[config.mk]
export PLATFORM = sky130hd
export DESIGN_NAME = mul_sequencer
export DESIGN_NICKNAME = d
export VERILOG_FILES = /design/src/rtl/mul_sequencer.sv
export SDC_FILE = /design/constraint.sdc
export NUM_CORES = 1
export LEC_CHECK = 0
export ABC_AREA = 0
export CAP_MARGIN = 20
export CORE_AREA = 2 2 103 144
export CTS_BUF_LIST = sky130_fd_sc_hd__clkbuf_8
export CTS_CLUSTER_SIZE = 30
export DETAILED_ROUTE_END_ITERATION = 16
export DIE_AREA = 0 0 105 146
export PLACE_DENSITY = 0.89
export SYNTH_ARGS = -nofsm -noshare
export SYNTH_HDL_FRONTEND = slang
export SYNTH_SLANG_ARGS = --single-unit
export TNS_END_PERCENT = 5
[constraint.sdc]
create_clock -name clk -period 4.95 [get_ports clk]
set_input_delay 0.99 -clock clk [delete_from_list [all_inputs] [get_ports clk]]
set_output_delay 0.99 -clock clk [all_outputs]
set_load 0.05 [all_outputs]
[src/rtl/mul_sequencer.sv]
// rtl/mul_sequencer.sv - multi-cycle MUL/IMUL sequencer around a shared 8x8 multiplier
// Optional signed support is built when IMUL_EN is defined.
module mul_sequencer #(
  parameter int DONE_HOLD = 0
) (
  input  logic        clk,
  input  logic        rst,
  input  logic        start,
  input  logic        byte_mode,
  input  logic        signed_op,
  input  logic [15:0] op_a,
  input  logic [15:0] op_b,
  output logic        busy,
  output logic        done,
  output logic [31:0] result,
  output logic        cf_of,
  output logic [7:0]  mul_a,
  output logic [7:0]  mul_b,
  input  logic [15:0] mul_p
);

  typedef enum logic [2:0] {IDLE, PP0, PP1, PP2, PP3, FIN} state_t;

  state_t      state;
  logic [15:0] a_reg, b_reg;
  logic        word_reg, neg_reg, sgn_reg;
  logic [31:0] acc;

  logic [15:0] a_mag, b_mag;
  logic        neg_in, sgn_in;
  logic [7:0]  a_lo_neg, b_lo_neg;

  // Operand magnitudes and product sign, captured at the accepting edge
  always_comb begin
    a_mag    = byte_mode ? {8'h00, op_a[7:0]} : op_a;
    b_mag    = byte_mode ? {8'h00, op_b[7:0]} : op_b;
    neg_in   = 1'b0;
    sgn_in   = 1'b0;
    a_lo_neg = -op_a[7:0];
    b_lo_neg = -op_b[7:0];
`ifdef IMUL_EN
    if (signed_op) begin
      sgn_in = 1'b1;
      if (byte_mode) begin
        neg_in = op_a[7] ^ op_b[7];
        if (op_a[7]) a_mag = {8'h00, a_lo_neg};
        if (op_b[7]) b_mag = {8'h00, b_lo_neg};
      end else begin
        neg_in = op_a[15] ^ op_b[15];
        if (op_a[15]) a_mag = -op_a;
        if (op_b[15]) b_mag = -op_b;
      end
    end
`endif
  end

`ifndef IMUL_EN
  logic unused_signed;
  assign unused_signed = signed_op ^ (^a_lo_neg) ^ (^b_lo_neg);
`endif

  logic [31:0] fin_res;
  logic [15:0] fin_lo;
  logic        fin_cf;

  always_comb begin
    fin_res = 32'h0;
    fin_lo  = 16'h0;
    fin_cf  = 1'b0;
    if (word_reg) begin
      fin_res = neg_reg ? -acc : acc;
      fin_cf  = sgn_reg ? (fin_res[31:16] != {16{fin_res[15]}})
                        : (fin_res[31:16] != 16'h0);
    end else begin
      fin_lo  = neg_reg ? -acc[15:0] : acc[15:0];
      fin_res = {16'h0, fin_lo};
      fin_cf  = sgn_reg ? (fin_lo[15:8] != {8{fin_lo[7]}})
                        : (fin_lo[15:8] != 8'h0);
    end
  end

  always_ff @(posedge clk or posedge rst) begin
    if (rst) begin
      state    <= IDLE;
      busy     <= 1'b0;
      done     <= 1'b0;
      result   <= 32'h0;
      cf_of    <= 1'b0;
      mul_a    <= 8'h0;
      mul_b    <= 8'h0;
      a_reg    <= 16'h0;
      b_reg    <= 16'h0;
      word_reg <= 1'b0;
      neg_reg  <= 1'b0;
      sgn_reg  <= 1'b0;
      acc      <= 32'h0;
    end else begin
      if (DONE_HOLD == 0) done <= 1'b0;
      case (state)
        IDLE: begin
          if (start) begin
            a_reg    <= a_mag;
            b_reg    <= b_mag;
            word_reg <= ~byte_mode;
            neg_reg  <= neg_in;
            sgn_reg  <= sgn_in;
            acc      <= 32'h0;
            mul_a    <= a_mag[7:0];
            mul_b    <= b_mag[7:0];
            busy     <= 1'b1;
            done     <= 1'b0;
            state    <= PP0;
          end
        end
        PP0: begin
          acc <= acc + {16'h0, mul_p};
          if (word_reg) begin
            mul_a <= a_reg[7:0];
            mul_b <= b_reg[15:8];
            state <= PP1;
          end else begin
            mul_a <= 8'h0;
            mul_b <= 8'h0;
            state <= FIN;
          end
        end
        PP1: begin
          acc   <= acc + {8'h0, mul_p, 8'h0};
          mul_a <= a_reg[15:8];
          mul_b <= b_reg[7:0];
          state <= PP2;
        end
        PP2: begin
          acc   <= acc + {8'h0, mul_p, 8'h0};
          mul_a <= a_reg[15:8];
          mul_b <= b_reg[15:8];
          state <= PP3;
        end
        PP3: begin
          acc   <= acc + {mul_p, 16'h0};
          mul_a <= 8'h0;
          mul_b <= 8'h0;
          state <= FIN;
        end
        FIN: begin
          result <= fin_res;
          cf_of  <= fin_cf;
          done   <= 1'b1;
          busy   <= 1'b0;
          state  <= IDLE;
        end
        default: state <= IDLE;
      endcase
    end
  end

endmodule

# After elaboration in Yosys (flattened, before gate mapping)
# Index checks and enable logic that the tools add are counted.
# totals
regBits	119
latch_bits	0
mem_bits_rw	0
mem_bits_ro	0
out_inout_bits	51
mem_count	0
# op_classes
n_addsub	3
mul	0
n_div	0
magnitude_cmp	0
n_eq_ne	6
n_shift	0
mux	18
bitwise_logic	1
n_reduce_logical	11
# ops
cell	count
32-bit case mux with 4 select lines	1
32-bit 2-to-1 mux	2
8-bit case mux with 5 select lines	1
32-bit by 16-bit adder with 32-bit output	1
32-bit by 24-bit adder with 32-bit output	1
32-bit adder	1
16-bit 2-to-1 mux	2
8-bit 2-to-1 mux	4
8-bit case mux with 4 select lines	1
16-bit nonzero test	1
3-bit case mux with 5 select lines	1
2-bit AND reduction	4
8-bit nonzero test	1
3-bit by 2-bit equality test with 1-bit output, second input constant	2
3-bit equality test, second input constant	2
3-bit 2-to-1 mux	2
5-bit nonzero test	1
4-bit nonzero test	1
3-bit by 1-bit equality test with 1-bit output, second input constant	1
3-bit zero test	1
1-bit 2-to-1 mux	3
2-bit != test, second input constant	1
1-bit case mux with 2 select lines	1
2-bit nonzero test	1
2 further kinds	2

# Logic depth before layout (Yosys ltp)
# depth
word_depth	4
depth_mapped	11
ltp_nobuf	11

# Worst setup path after synthesis
# Ideal clock, no wire load.
# synth_path
path_type	in2reg
start	input port mul_p[0]
end	register acc[30]
setup_ns	0.142
t_arrival_ns	2.952
required_time_ns	4.808
setup_slack_ns	1.856
cell_stages	10
n_path_buf	0
path_cell_list	ha_1 > fa_1 > a211o_2 > a21oi_2 > a211oi_2 > a22oi_2 > a211o_2 > mux2_4 > nand2_1 > o2111ai_1
# synth_between
elab_chain_len	2
word_cells_on_any_way	4
# synth_lines
element	line_no	source
start, declared	19	input logic [15:0] mul_p
32-bit adder, or another cell as far along	140	acc <= acc + {mul_p, 16'h0};
32-bit case mux with 4 select lines (*)	99	case (state)
end signal, assigned	116	acc <= acc + {16'h0, mul_p};
end signal, assigned	134	acc <= acc + {8'h0, mul_p, 8'h0};
end signal, assigned	140	
end, declared	27	logic [31:0] acc;
# Every way passes the cells marked *; elsewhere a longest branch is shown, timed or not.
# A chain may end at the register's enable or synchronous reset.

# Final worst setup path
# layout_path
start	input port mul_p[0]
end	register acc[22]
# The elaborated chain is that of the path after synthesis.

==> flow_metrics.tcl <==
set metrics [dict create \
    outcome "finished, final reports clean" \
    synth_async_sr_flop_share 1.000 \
    ys_seq_elements 119 \
    drt_iter0_markers 658 \
    critPathRequiredTime_ns 5.27 \
    r2r-end "acc[22]" \
    cp_data_arrival_time_ns 4.02 \
    timing.fmax_ghz 0.2699 \
    dpl.hpwl_um 15930 \
    hold_path_end "mul_b[4]" \
    syn_avg_cell_area_um2 8.560 \
    maxSlewViolCount 0 \
    post_cts_resized 0 \
    crit_fanout 6 \
    vias_per_cell 6.310 \
    setup_viol 0 \
    pin_count 104 \
    clock-sinks 119 \
    yosysUniqueCellTypes 70 \
    vias 7383 \
    post-cts-setup-buffer-count 0 \
    crit_path_end_kind "register" \
    post-route-period-util 0.7485 \
    dr.pass1.iters 6 \
    min_period_ns 3.705 \
    fill_cells 1093 \
    drv_cap 0 \
    ys.flop_type "dfrtp_1" \
    tns_ns 0 \
    reg2reg_depth 11 \
    postSynthCellCount 885 \
    grt_pass1_vias 7475 \
    worstHoldPathType "reg -> reg" \
    place.gp.congestion 1.008 \
    rrSetupSlack_ns 2.08 \
    ys_warn_count 0 \
    synth_edf_count 0 \
    ir_worst_vdd_mv 0.3521 \
    grt_start_max_net_pins 69 \
    grt_usage 0.2995 \
    design.core.area_um2 13910 \
    cts_hold_buf 0 \
    portBuffers 102 \
    grt_overflow 0 \
    die_height_um 146 \
    yosysMostFrequentCell "nand2_1" \
    finalHoldViolations 0 \
    clk_pin_slew_ns 0.08 \
    yosysSeqAreaShare 0.3931 \
    critPathLaunchType "input pin" \
    drc 0 \
    cts_buffer_depth 2 \
    initial_core_util 0.5446 \
    slowest_stage "clkdlybuf4s50_1" \
    fp.dieArea_um2 15330 \
    fp.dieW_um 105 \
    cts_made_buffers 17 \
    synth_area_leader_cell "dfrtp_1" \
    critPathMaxStageDelay_ns 0.61 \
    path_cells "clkdlybuf4s50_1 > ha_1 > inv_1 > fa_1 > nand2b_1 > a21oi_1 > o31a_1 > o211ai_2 > a21oi_1 > xnor2_1 > o22ai_1 > a221o_1" \
    p_leak_uw 0.004213 \
    tightest_slew_ns 0.9255 \
    syn-cell-area_um2 7576 \
    reg_top3 "acc (32), result (32)" \
    cts_tree "done" \
    powerDensity_nw_per_um2 696.5 \
    syn_nets 988 \
    finalWirelength_um 22880 \
    worstHoldStart "mul_b[4]" \
    insertion_delay_ns 0.44 \
    n_antenna_cell 0 \
    drive_above_1_share 0.06802 \
    antenna_found_initial 0 \
    grt_first_pass_wirelength_um 36660 \
    rows 51 \
    cts-htree-levels 4 \
    slew_headroom 0.3830 \
    ys_top_cells_by_count "225 x nand2_1, 119 x dfrtp_1, 61 x o21ai_0, 47 x ha_1, 46 x a21oi_1" \
    dp.cells 1139 \
    drt-wirelength-per-cell_um 19.56 \
    rsz0062_at_grt "no" \
    holdPathStages 2 \
    cts_root_buffer "clkbuf_8" \
    synthTopCellsByArea "dfrtp_1 39%, nand2_1 11%, ha_1 7.8%, o21ai_0 4.0%, a21oi_1 3.0%" \
    area_growth_pct 21.06 \
    ant_nets 0 \
    fin_cells 1170 \
    finClkSkew_ns 0.01256 \
    nets 1076 \
    synth_top_area_share 0.3931 \
    timing.rr.start "acc[0]" \
    path_class "in -> reg" \
    path_common_cell "a21oi_1" \
]
cell type report:
class / count / area [um^2] / share of cell area
tap: 185 / 231.5 / 0.02524
sequential: 119 / 2978 / 0.3247
multi-input combinational: 711 / 4397 / 0.4794
timing repair buffer: 110 / 1081 / 0.1179
inverter: 14 / 55.05 / 0.006003
clock inverter: 13 / 181.4 / 0.01978
clock buffer: 18 / 247.7 / 0.02701
power by group:
group | internal (uW) | switching (uW) | total, uW
Combinational | 1300 | 2240 | 3540
Sequential | 1380 | 480 | 1860
Clock | 558 | 426 | 983
stage by stage:
| step | hold WS [ns] | util | area, um^2 | total power, uW | setup WS [ns] |
|---|---|---|---|---|---|
| after floorplan | 0.4376 | - | 7576 | 4258 | 0.8025 |
| after global placement | 0.4491 | 0.6284 | 8742 | 5168 | 0.9618 |
| after detailed placement | 0.4566 | 0.6284 | 8742 | 5298 | 0.8701 |
| after CTS | 0.4737 | 0.6593 | 9171 | 6307 | 1.320 |
| after global routing | 0.4999 | 0.6593 | 9171 | 6768 | 1.131 |
| final | 0.4697 | 0.6593 | 9171 | 6388 | 1.245 |
critical path, delay by kind of cell:
kind / cells / cell delay [ns]
compound gates: 6 / 1.31
buf+inv: 2 / 0.68
fa+ha+maj: 2 / 0.64
simple gates: 1 / 0.20
xor+xnor: 1 / 0.18
cells in the final DEF (no fill, tap or decap), types with 8 or more instances in the layout:
cell type | synthesis | layout
nor3_1 | 17 | 17
nand2b_1 | 11 | 11
nand2_1 | 225 | 225
clkbuf_8 | 0 | 18
a211oi_1 | 13 | 13
a222oi_1 | 16 | 16
a21oi_1 | 46 | 46
o21ai_0 | 61 | 61
clkdlybuf4s50_1 | 0 | 102
buf_4 | 0 | 8
nand3b_1 | 17 | 17
inv_1 | 14 | 15
nor2_1 | 40 | 40
xor2_1 | 15 | 15
ha_1 | 47 | 47
a21o_1 | 14 | 14
nand3_1 | 20 | 19
dfrtp_1 | 119 | 119
and3_1 | 8 | 8
xnor2_1 | 24 | 24
metal layers:
metal | GRT usage | wire length, um | up-vias
li1 | - | - | 3347
met1 | 0.3087 | 7824 | 3483
met2 | 0.5205 | 11530 | 403
met3 | 0.07255 | 1689 | 150
met4 | 0.2240 | 1834 | 0
met5 | 0 | 0 | -
worst max path at each step:
stage / from / cells after the start / endpoint / slack (ns)
floorplan: rst / 1 / a_reg[0] / 0.80
CTS: mul_p[0] / 12 / acc[22] / 1.32
global route: mul_p[0] / 12 / acc[26] / 1.13
detailed placement: mul_p[0] / 12 / acc[22] / 0.87
global placement: mul_p[0] / 12 / acc[22] / 0.96
finish: mul_p[0] / 12 / acc[22] / 1.25
cells by family after synthesis:
| kind of cell | after synthesis | share of synthesized area |
|---|---|---|
| and+or+nand+nor | 382 | 0.2286 |
| xor gates and xnor gates | 39 | 0.04509 |
| DFF | 119 | 0.3931 |
| buffers and inverters | 55 | 0.02808 |
| AOI/OAI and AO/OA | 234 | 0.2109 |
| muxes | 6 | 0.008753 |
| adders and majority gates | 50 | 0.08555 |
Note: power is estimated with default switching activity, not from simulation.
